[config.mk]
export PLATFORM = sky130hd
export DESIGN_NAME = pseudo_softmax_normalizer_flat
export DESIGN_NICKNAME = d
export VERILOG_FILES = /design/src/rtl/pseudo_softmax_normalizer_if.sv /design/src/rtl/pseudo_softmax_normalizer.sv /design/src/flat_wrapper.sv
export SDC_FILE = /design/constraint.sdc
export NUM_CORES = 1
export LEC_CHECK = 0
export ABC_CLOCK_PERIOD_IN_PS = 13800
export CORE_ASPECT_RATIO = 1.75
export CORE_MARGIN = 2
export CORE_UTILIZATION = 32
export DETAILED_ROUTE_END_ITERATION = 8
export PLACE_DENSITY = 0.63
export SLEW_MARGIN = 20
export SYNTH_ARGS = -nofsm -noshare
export SYNTH_HDL_FRONTEND = slang
export SYNTH_SLANG_ARGS = --single-unit
[constraint.sdc]
create_clock -name clk -period 13.8 [get_ports clk]
set_clock_uncertainty 0.05 [all_clocks]
set_input_delay 2.76 -clock clk [delete_from_list [all_inputs] [get_ports clk]]
set_output_delay 2.76 -clock clk [all_outputs]
set_load 0.02 [all_outputs]
[src/rtl/pseudo_softmax_normalizer_if.sv]
// Handshake bundle for the pseudo-softmax normaliser: x stream in, FLP sum in, y stream out.
// The master side produces x and sum and consumes y; the normaliser sits on the slave side.
interface pseudo_softmax_normalizer_if #(
    parameter int IN_WIDTH   = 8,
    parameter int EXP_WIDTH  = 9,
    parameter int MANT_WIDTH = 8
);
    logic                            inValid;
    logic                            inReady;
    logic [IN_WIDTH-1:0]             xData;
    logic                            sumValid;
    logic                            sumReady;
    logic [EXP_WIDTH-1:0]            sumExp;
    logic [MANT_WIDTH-1:0]           sumMant;
    logic                            outValid;
    logic                            outReady;
    logic [EXP_WIDTH+MANT_WIDTH:0]   outData;
    logic                            outSat;
    logic                            outLast;

    modport master (
        output inValid, xData, sumValid, sumExp, sumMant, outReady,
        input  inReady, sumReady, outValid, outData, outSat, outLast
    );

    modport slave (
        input  inValid, xData, sumValid, sumExp, sumMant, outReady,
        output inReady, sumReady, outValid, outData, outSat, outLast
    );
endinterface

[src/rtl/pseudo_softmax_normalizer.sv]
// Log-domain back end of the pseudo-softmax: buffers N log2 inputs, turns the FLP sum into
// log2 with the Mitchell approximation and streams y_i = x_i - L, clamped at zero.
module pseudo_softmax_normalizer #(
    parameter int N          = 4,
    parameter int IN_WIDTH   = 8,
    parameter int EXP_WIDTH  = 9,
    parameter int MANT_WIDTH = 8
) (
    input logic                        clk,
    input logic                        rst,
    pseudo_softmax_normalizer_if.slave io_bus
);
    localparam int LW = EXP_WIDTH + MANT_WIDTH;
    localparam int DW = LW + 1;
    localparam int CW = $clog2(N + 1);
    localparam int IW = $clog2(N);

    typedef enum logic [1:0] {LOAD, WAIT_SUM, EMIT} stateType;

    stateType              r_state;
    stateType              w_stateNext;
    logic [IN_WIDTH-1:0]   r_buf [N];
    logic [CW-1:0]         r_count;
    logic [IW-1:0]         r_idx;
    logic [LW-1:0]         r_L;
    logic                  r_sumGot;
    logic                  r_outValid;
    logic [DW-1:0]         r_outData;
    logic                  r_outSat;
    logic                  r_outLast;

    logic                  w_inReady;
    logic                  w_sumReady;
    logic                  w_inFire;
    logic                  w_sumFire;
    logic                  w_outFire;
    logic                  w_lastIn;
    logic                  w_enterEmit;
    logic [IW-1:0]         w_wrIdx;
    logic [IW-1:0]         w_nextIdx;
    logic [LW-1:0]         w_Lnext;
    logic [IN_WIDTH-1:0]   w_selX;
    logic [DW-1:0]         w_xExt;
    logic [DW-1:0]         w_lExt;
    logic [DW-1:0]         w_diff;
    logic                  w_ySat;
    logic [DW-1:0]         w_yData;

    assign w_inReady  = (r_state == LOAD) && (r_count < CW'(N));
    assign w_sumReady = (r_state != EMIT);
    assign w_inFire   = io_bus.inValid && w_inReady;
    assign w_sumFire  = io_bus.sumValid && w_sumReady;
    assign w_outFire  = r_outValid && io_bus.outReady;
    assign w_lastIn   = (r_count == CW'(N - 1));
    assign w_wrIdx    = r_count[IW-1:0];
    assign w_nextIdx  = r_idx + IW'(1);

    // Sequencing: load x (sum may land any time), wait for a missing sum, then stream y
    always_comb begin
        w_stateNext = r_state;
        case (r_state)
            LOAD: begin
                if (w_inFire && w_lastIn) begin
                    w_stateNext = (r_sumGot || w_sumFire) ? EMIT : WAIT_SUM;
                end
            end
            WAIT_SUM: begin
                if (w_sumFire) begin
                    w_stateNext = EMIT;
                end
            end
            EMIT: begin
                if (w_outFire && r_outLast) begin
                    w_stateNext = LOAD;
                end
            end
            default: w_stateNext = LOAD;
        endcase
    end

    // The first y is formed on the entering edge, possibly with a sum that lands on that same edge
    assign w_enterEmit = (r_state != EMIT) && (w_stateNext == EMIT);
    assign w_Lnext     = w_sumFire ? {io_bus.sumExp, io_bus.sumMant} : r_L;
    assign w_selX      = w_enterEmit ? r_buf[0] : r_buf[w_nextIdx];
    assign w_xExt      = {{(DW - IN_WIDTH - MANT_WIDTH){1'b0}}, w_selX, {MANT_WIDTH{1'b0}}};
    assign w_lExt      = {1'b0, w_Lnext};
    assign w_diff      = w_xExt - w_lExt;
    assign w_ySat      = !w_diff[DW-1] && (w_diff != '0);
    assign w_yData     = w_ySat ? '0 : w_diff;

    always_ff @(posedge clk) begin
        if (rst) begin
            r_state    <= LOAD;
            r_count    <= '0;
            r_idx      <= '0;
            r_L        <= '0;
            r_sumGot   <= 1'b0;
            r_outValid <= 1'b0;
            r_outData  <= '0;
            r_outSat   <= 1'b0;
            r_outLast  <= 1'b0;
        end else begin
            r_state <= w_stateNext;
            if (w_inFire) begin
                r_buf[w_wrIdx] <= io_bus.xData;
                r_count        <= r_count + CW'(1);
            end
            if (w_sumFire) begin
                r_L      <= {io_bus.sumExp, io_bus.sumMant};
                r_sumGot <= 1'b1;
            end
            if (w_enterEmit) begin
                r_outValid <= 1'b1;
                r_idx      <= '0;
                r_outData  <= w_yData;
                r_outSat   <= w_ySat;
                r_outLast  <= 1'b0;
            end else if (w_outFire) begin
                if (r_outLast) begin
                    r_outValid <= 1'b0;
                    r_count    <= '0;
                    r_idx      <= '0;
                    r_sumGot   <= 1'b0;
                end else begin
                    r_idx     <= w_nextIdx;
                    r_outData <= w_yData;
                    r_outSat  <= w_ySat;
                    r_outLast <= (w_nextIdx == IW'(N - 1));
                end
            end
        end
    end

    assign io_bus.inReady  = w_inReady;
    assign io_bus.sumReady = w_sumReady;
    assign io_bus.outValid = r_outValid;
    assign io_bus.outData  = r_outData;
    assign io_bus.outSat   = r_outSat;
    assign io_bus.outLast  = r_outLast;
endmodule

[src/flat_wrapper.sv]
// flat-port wrapper written by rule: the top's interface ports become plain ports
module pseudo_softmax_normalizer_flat 
#(
    parameter int N          = 4,
    parameter int IN_WIDTH   = 8,
    parameter int EXP_WIDTH  = 9,
    parameter int MANT_WIDTH = 8
)
  (clk, rst, io_bus_inValid, io_bus_xData, io_bus_sumValid, io_bus_sumExp, io_bus_sumMant, io_bus_outReady, io_bus_inReady, io_bus_sumReady, io_bus_outValid, io_bus_outData, io_bus_outSat, io_bus_outLast);
  pseudo_softmax_normalizer_if #(.IN_WIDTH(IN_WIDTH), .EXP_WIDTH(EXP_WIDTH), .MANT_WIDTH(MANT_WIDTH)) io_bus_i ();
  input logic clk;
  input logic rst;
  input wire logic [$bits(io_bus_i.inValid)-1:0] io_bus_inValid;
  input wire logic [$bits(io_bus_i.xData)-1:0] io_bus_xData;
  input wire logic [$bits(io_bus_i.sumValid)-1:0] io_bus_sumValid;
  input wire logic [$bits(io_bus_i.sumExp)-1:0] io_bus_sumExp;
  input wire logic [$bits(io_bus_i.sumMant)-1:0] io_bus_sumMant;
  input wire logic [$bits(io_bus_i.outReady)-1:0] io_bus_outReady;
  output wire logic [$bits(io_bus_i.inReady)-1:0] io_bus_inReady;
  output wire logic [$bits(io_bus_i.sumReady)-1:0] io_bus_sumReady;
  output wire logic [$bits(io_bus_i.outValid)-1:0] io_bus_outValid;
  output wire logic [$bits(io_bus_i.outData)-1:0] io_bus_outData;
  output wire logic [$bits(io_bus_i.outSat)-1:0] io_bus_outSat;
  output wire logic [$bits(io_bus_i.outLast)-1:0] io_bus_outLast;
  assign io_bus_i.inValid = io_bus_inValid;
  assign io_bus_i.xData = io_bus_xData;
  assign io_bus_i.sumValid = io_bus_sumValid;
  assign io_bus_i.sumExp = io_bus_sumExp;
  assign io_bus_i.sumMant = io_bus_sumMant;
  assign io_bus_i.outReady = io_bus_outReady;
  assign io_bus_inReady = io_bus_i.inReady;
  assign io_bus_sumReady = io_bus_i.sumReady;
  assign io_bus_outValid = io_bus_i.outValid;
  assign io_bus_outData = io_bus_i.outData;
  assign io_bus_outSat = io_bus_i.outSat;
  assign io_bus_outLast = io_bus_i.outLast;
  pseudo_softmax_normalizer #(.N(N), .IN_WIDTH(IN_WIDTH), .EXP_WIDTH(EXP_WIDTH), .MANT_WIDTH(MANT_WIDTH)) u_core (.clk(clk), .rst(rst), .io_bus(io_bus_i));
endmodule
; Yosys cells after proc, flatten, opt, wreduce, memory -nomap -nowiden
; Memories as Yosys holds them, arrays and structs flattened.
; Cells that the tools add are included.
[word_totals]
memories = 1
reg_bits = 46
wordCells = 68
out_inout_bits = 23
ramBits = 32
[classes]
magnitude_cmp = 1
n_eq_ne = 7
n_addsub = 3
reduce_logical = 17
n_mux = 30
[memory_table]
columns = memory, words, word_bits, rd, rd_ports_with_merged_regs, write_ports, line_no
row1 = u_core.r_buf, 4, 8, 2, 0, 1, pseudo_softmax_normalizer.sv:22  ; logic [IN_WIDTH-1:0] r_buf [N];
[ops]
columns = cell, n
row1 = 18-bit two-way mux, 4
row2 = 18-bit nonzero test, 1
row3 = 16-bit by 17-bit subtractor with 18-bit output, 1
row4 = 17-bit two-way mux, 1
row5 = 1-bit two-way mux, 14
row6 = 3-bit two-way mux, 4
row7 = 2-bit two-way mux, 5
row8 = 1-bit logical AND, 8
row9 = 8-bit two-way mux, 1
row10 = 2-bit == test (second input constant), 3
row11 = 2-bit case mux with 3 select lines, 1
row12 = 2-bit inequality test (second input constant), 2
row13 = 2-bit AND reduction, 2
row14 = 2-bit nonzero test, 2
row15 = 3-bit by 1-bit adder with 3-bit output (second input constant), 1
row16 = 3-bit by 2-bit == test with 1-bit output (second input constant), 1
row17 = 3-bit < comparator (second input constant), 1
row18 = 2-bit by 1-bit adder with 2-bit output (second input constant), 1
row19 = 2-bit by 1-bit == test with 1-bit output (second input constant), 1
row20 = 2-bit logical NOT, 1
row21 = 2-bit OR reduction, 1
row22 = 1-bit logical NOT, 1
row23 = 1-bit logical OR, 1

; Logic depth before layout (Yosys ltp)
[logic_depth]
depth_word = 16
depth_mapped = 18
depth_no_buf = 14

; Worst setup path after synthesis
; OpenSTA, ideal clock, no wires.
[synth_path]
kind = input port to flip-flop
start = in io_bus_sumValid
end = reg u_core.r_outData[0] (netlist: u_core.io_bus.outData[0])
path_slack_ns = 7.238
arrival_ns = 6.413
path_stages = 16
cell_sequence = buf_2 -> inv_1 -> nor2_1 -> clkbuf_1 -> clkbuf_1 -> mux2i_1 -> ha_1 -> clkbuf_1 -> nand3_1 -> nor4_1 -> a2111oi_0 -> o21bai_1 -> o22ai_1 -> nor4_1 -> a21oi_4 -> a2111oi_4
[synth_between]
elab_chain_len = 15
word_cells_on_any_way = 21
[synth_lines]
columns = element, line_no
row1 = from (decl), flat_wrapper.sv:15  ; input wire logic [$bits(io_bus_i.sumValid)-1:0] io_bus_sumValid;
row2 = 1-bit logical AND (*), pseudo_softmax_normalizer.sv:52  ; assign w_sumFire = io_bus.sumValid && w_sumReady;
row3 = 1-bit logical OR, pseudo_softmax_normalizer.sv:64  ; w_stateNext = (r_sumGot || w_sumFire) ? EMIT : WAIT_SUM;
row4 = 2-bit two-way mux, pseudo_softmax_normalizer.sv:64
row5 = 2-bit two-way mux, pseudo_softmax_normalizer.sv:63  ; if (w_inFire && w_lastIn) begin
row6 = 2-bit case mux with 3 select lines, pseudo_softmax_normalizer.sv:61  ; case (r_state)
row7 = 2-bit == test, pseudo_softmax_normalizer.sv:82  ; assign w_enterEmit = (r_state != EMIT) && (w_stateNext == EMIT);
row8 = 1-bit logical AND, pseudo_softmax_normalizer.sv:82
row9 = 8-bit two-way mux, pseudo_softmax_normalizer.sv:84  ; assign w_selX = w_enterEmit ? r_buf[0] : r_buf[w_nextIdx];
row10 = 16-bit by 17-bit subtractor with 18-bit output, pseudo_softmax_normalizer.sv:87  ; assign w_diff = w_xExt - w_lExt;
row11 = 18-bit nonzero test or 1-bit logical NOT (tied branches), pseudo_softmax_normalizer.sv:88  ; assign w_ySat = !w_diff[DW-1] && (w_diff != '0);
row12 = 1-bit logical AND, pseudo_softmax_normalizer.sv:88
row13 = 18-bit two-way mux, pseudo_softmax_normalizer.sv:89  ; assign w_yData = w_ySat ? '0 : w_diff;
row14 = 18-bit two-way mux, pseudo_softmax_normalizer.sv:119  ; if (r_outLast) begin
row15 = 18-bit two-way mux, pseudo_softmax_normalizer.sv:118  ; end else if (w_outFire) begin
row16 = 18-bit two-way mux, pseudo_softmax_normalizer.sv:112  ; if (w_enterEmit) begin
row17 = to (signal assigned), pseudo_softmax_normalizer.sv:115  ; r_outData <= w_yData;
row18 = to (signal assigned), pseudo_softmax_normalizer.sv:126  ; r_outData <= w_yData;
row19 = to (decl), pseudo_softmax_normalizer.sv:28  ; logic [DW-1:0] r_outData;
; Every way passes the cells marked *; elsewhere a longest branch is shown, timed or not. The select of a mux whose other input is x is not followed.
; A chain may end at the register's enable or synchronous reset.

; Final worst setup path
; Ends and elaborated chain as after synthesis.

==> impl_results.md <==
- Critical Path Sink: u_core.io_bus.outData[0]
- Most frequent cells in the layout: 54 x sky130_fd_sc_hd__nor2_1, 51 x sky130_fd_sc_hd__clkdlybuf4s50_1, 46 x sky130_fd_sc_hd__dfxtp_1
- Crit end category: flop
- Deepest clock path buffer count: 2
- Initial cell density of the core: 0.329
- Leakage power summed over all cells: 1.78 nW
- Launching instance or port of the critical path: io_bus_sumValid
- Leading post-synthesis cells by cell area: sky130_fd_sc_hd__edfxtp_1 23%, sky130_fd_sc_hd__dfxtp_1 22%, sky130_fd_sc_hd__nor2_1 5.0%
- H-tree levels: 3
- FF+latch count, synth: 78
- Sequential-to-total area share from yosys stat: 0.457
- CORE AREA: around 12000 um^2
- Part of the power in registers: 0.428
- Unrepaired setup endpoints after global routing: false
- Hold-fix buffer count after cts: 0
- Total count of hold-check failures in the final report: 0
- Biggest area consumer among synthesized cells: sky130_fd_sc_hd__edfxtp_1
- Layout fillers: 1229
- Number of cell instances on the worst register-to-register path: 13
- Internal power of the cells: 0.430 mW
- Die extent in y: 154 um
- Switch share: 0.273
- # nets final: 486
- Post-CTS setup buffer count: 0
- All-Layer GR Usage: 0.149
- Arrival time of the worst setup path: 7.04 ns
- CTS buffer count: 9
- Floorplan die area: 13800 um^2
- Post-CTS sizing: 0
- Highest-delay cell along the critical path: sky130_fd_sc_hd__clkdlybuf4s50_1
- Buffer cell driving the clock tree root: sky130_fd_sc_hd__clkbuf_16
- Number of maximum-capacitance violations: 0
- Area delta synth->final: 23.7%
- Mean cell area of the mapped netlist: 10.5 um^2
- Tightest slew margin relative to the limit: 0.347
- Total gr overflow: 0
- Total nets after synthesis: 438
- Vias in the first global route: between 3000 and 4000
- Worst vdd rail ir drop: 53.6 uV
- Ys async rst share: 0
- Count of TritonRoute iterations in the first routing pass: 4
- Clock network fraction of design power: 0.413
- First-pass GRT wire length: 16400 um
- Critical-path cell list: clkdlybuf4s50_1 > inv_1 > nor2_2 > buf_4 > mux2i_1 > ha_1 > a21oi_1 > o211ai_1 > a2111oi_0 > o21bai_1 > o22ai_1 > nor4_1 > a21oi_4 > a2111oi_4
- NetSw: 0.162 mW
- Number of vias in the routed layout: 3230
- Register-to-register path setup slack: 9.03 ns
- Kind of start point of the critical path: input port
- Outcome: finished clean
- Endpoint of the worst-slack reg-to-reg timing path: u_core.io_bus.outData[0]
- Input/output buffers: 52
- Crit path largest cell delay: 0.76 ns
- Placer congestion estimate: 0.858
- Final routed wire length divided by cell count: 16.4 um
- Number of DRC markers after the initial detailed-route iteration: ~230
- Clock Latency Late Sink: 0.34 ns
- Overall Power: between 0.5 and 0.6 mW
- Synth cell types: 62
- Fmax: 146 MHz
- Data required time at the worst endpoint: 13.99 ns
- I/O pin cnt: 53
- Total clock sinks: 78
- Synthesized cell area: 4120 um^2
- Die Width: 89.7 um
- Maximum number of pins on one net before global-route repair: 45
- Leading cell type in the layout, fill and taps excluded: sky130_fd_sc_hd__nor2_1
- Relative contribution of combinational cells to total power: 0.159
- Diodes inserted: 0
- Final setup fails: 0
- Ratio of total power to cell area: 116 nW/um^2
- Final Slew Violations: 0
- Clock-pin slew on the worst setup and hold paths: roughly 0.060 ns
- EDFF count, synth: 32
- Proportion of netlist area held by the largest area contributor: 0.233
- Flip-flop cell with the highest count after synthesis: sky130_fd_sc_hd__dfxtp_1
- DRC violations left: 0
- Vias per std cell: ~5.3
- Site Rows: 54
- Detailed-route wire length: about 10000 um
- HPWL reported at the end of detailed placement: 7640 um
- Total negative slack: 0 ns
- Largest fanout of any net on the critical path: 22
- CP Class: input port to flop
- Class of the worst hold path: flop to flop
- Clock period minus final worst setup slack: 6.86 ns
- Layout cells sized above 1: 0.137
- Post-DRT Antenna Nets: 0
- Yosys synthesis warning count: 0
- CTS tree: built
- Reg2reg start: u_core.r_idx[0]
- Least-Margin Pin Slew: 0.979 ns
- Number of antenna violations at the first check in global routing: 0
- Final worst-path cycle share: 0.497
- Gate Count Post-Synth: 393
## state kept, by name, summed over array words and instances, names as in the netlist
register / flops
u_core.r_L: 17
u_core.r_state: 2
u_core.r_idx: 2
u_core.io_bus.outLast: 1
u_core.r_count: 3
u_core.r_buf: 32
u_core.io_bus.outSat: 1
u_core.io_bus.outValid: 1
u_core.io_bus.outData: 18
u_core.r_sumGot: 1
## worst max-delay path: cells and delay by family
kind | cells | cell delay, ns
AOI/OAI and AO/OA | 7 | 1.82
buffers and inverters | 3 | 1.30
muxes | 1 | 0.29
adders and majority gates | 1 | 0.34
and+or+nand+nor | 2 | 0.52
## power by group through the flow
stage          sequential [mW]  combinational (mW)  clock, mW
2_1_floorplan            0.258              0.0625          0
3_3_place_gp             0.258              0.0926          0
3_5_place_dp             0.258              0.0939          0
4_1_cts                  0.253              0.0941      0.250
5_1_grt                  0.254               0.103      0.258
6_report                 0.253              0.0943      0.244
## cells by family (layout without fill, tap and decap cells)
| family | Yosys count | in the layout | share of synthesized area |
|---|---|---|---|
| adders and majority gates | 15 | 15 | 0.0456 |
| and+or+nand+nor | 141 | 141 | 0.178 |
| xor gates and xnor gates | 14 | 14 | 0.0298 |
| buffers and inverters | 31 | 84 | 0.0310 |
| muxes | 35 | 35 | 0.112 |
| AOI/OAI and AO/OA | 79 | 79 | 0.146 |
| DFF | 78 | 78 | 0.457 |
## cells in the mapped netlist, drive strengths merged, types with 2 or more instances
master	number
nor2	55
dfxtp	46
edfxtp	32
a21oi	27
nor3	23
nand2	19
mux2i	18
ha	15
clkbuf	13
inv	13
mux2	9
and2	8
mux4	8
o21ai	8
a211oi	7
nand3	7
xnor2	7
xor2	7
a2111oi	6
nor4	6
buf	5
o211ai	5
a31oi	4
nand4	4
o21bai	4
or3	4
nand2b	3
o31ai	3
a32oi	2
and3	2
nand3b	2
nand4b	2
o311ai	2
or2	2
## per-layer routing
layer / track usage / vias to the layer above / share of wire
met5: 0 / - / 0
met4: 0.0938 / 0 / 0.039
met3: 0.0250 / 29 / 0.039
met2: 0.274 / 97 / 0.54
met1: 0.156 / 1551 / 0.38
li1: - / 1553 / -
## area by class of cell
class                           count  area [um^2]  area share
Multi-Input combinational cell    284         2110       0.414
Sequential cell                    78         1880       0.369
Clock inverter                      7         80.1      0.0157
Tap cell                          168          210      0.0413
Inverter                           13         48.8     0.00958
Timing Repair Buffer               55          538       0.106
Clock buffer                        9          225      0.0442
## how the worst min path moves through the flow
stage	slack (ns)	cells past startpoint	end	start
global placement	0.41	2	u_core.io_bus.outData[4]	u_core.io_bus.outData[4]
detailed placement	0.42	2	u_core.io_bus.outData[4]	u_core.io_bus.outData[4]
finish	0.43	2	u_core.io_bus.outData[4]	u_core.io_bus.outData[4]
floorplan	0.41	2	u_core.r_sumGot	u_core.r_sumGot
global route	0.46	2	u_core.r_L[9]	u_core.r_L[9]
CTS	0.43	2	u_core.io_bus.outData[4]	u_core.io_bus.outData[4]
## through the flow
stage | hold slack (ns) | util | setup WS [ns] | cell area, um^2 | cells
2_1_floorplan | 0.409 | - | 7.24 | 4120 | 393
3_3_place_gp | 0.408 | 0.383 | 6.62 | 4790 | 598
3_5_place_dp | 0.424 | 0.383 | 6.58 | 4790 | 598
4_1_cts | 0.432 | 0.408 | 6.97 | 5090 | 614
5_1_grt | 0.461 | 0.408 | 6.51 | 5090 | 614
6_report | 0.426 | 0.408 | 6.94 | 5090 | 614
No activity file was read; power rests on OpenSTA's default activity.
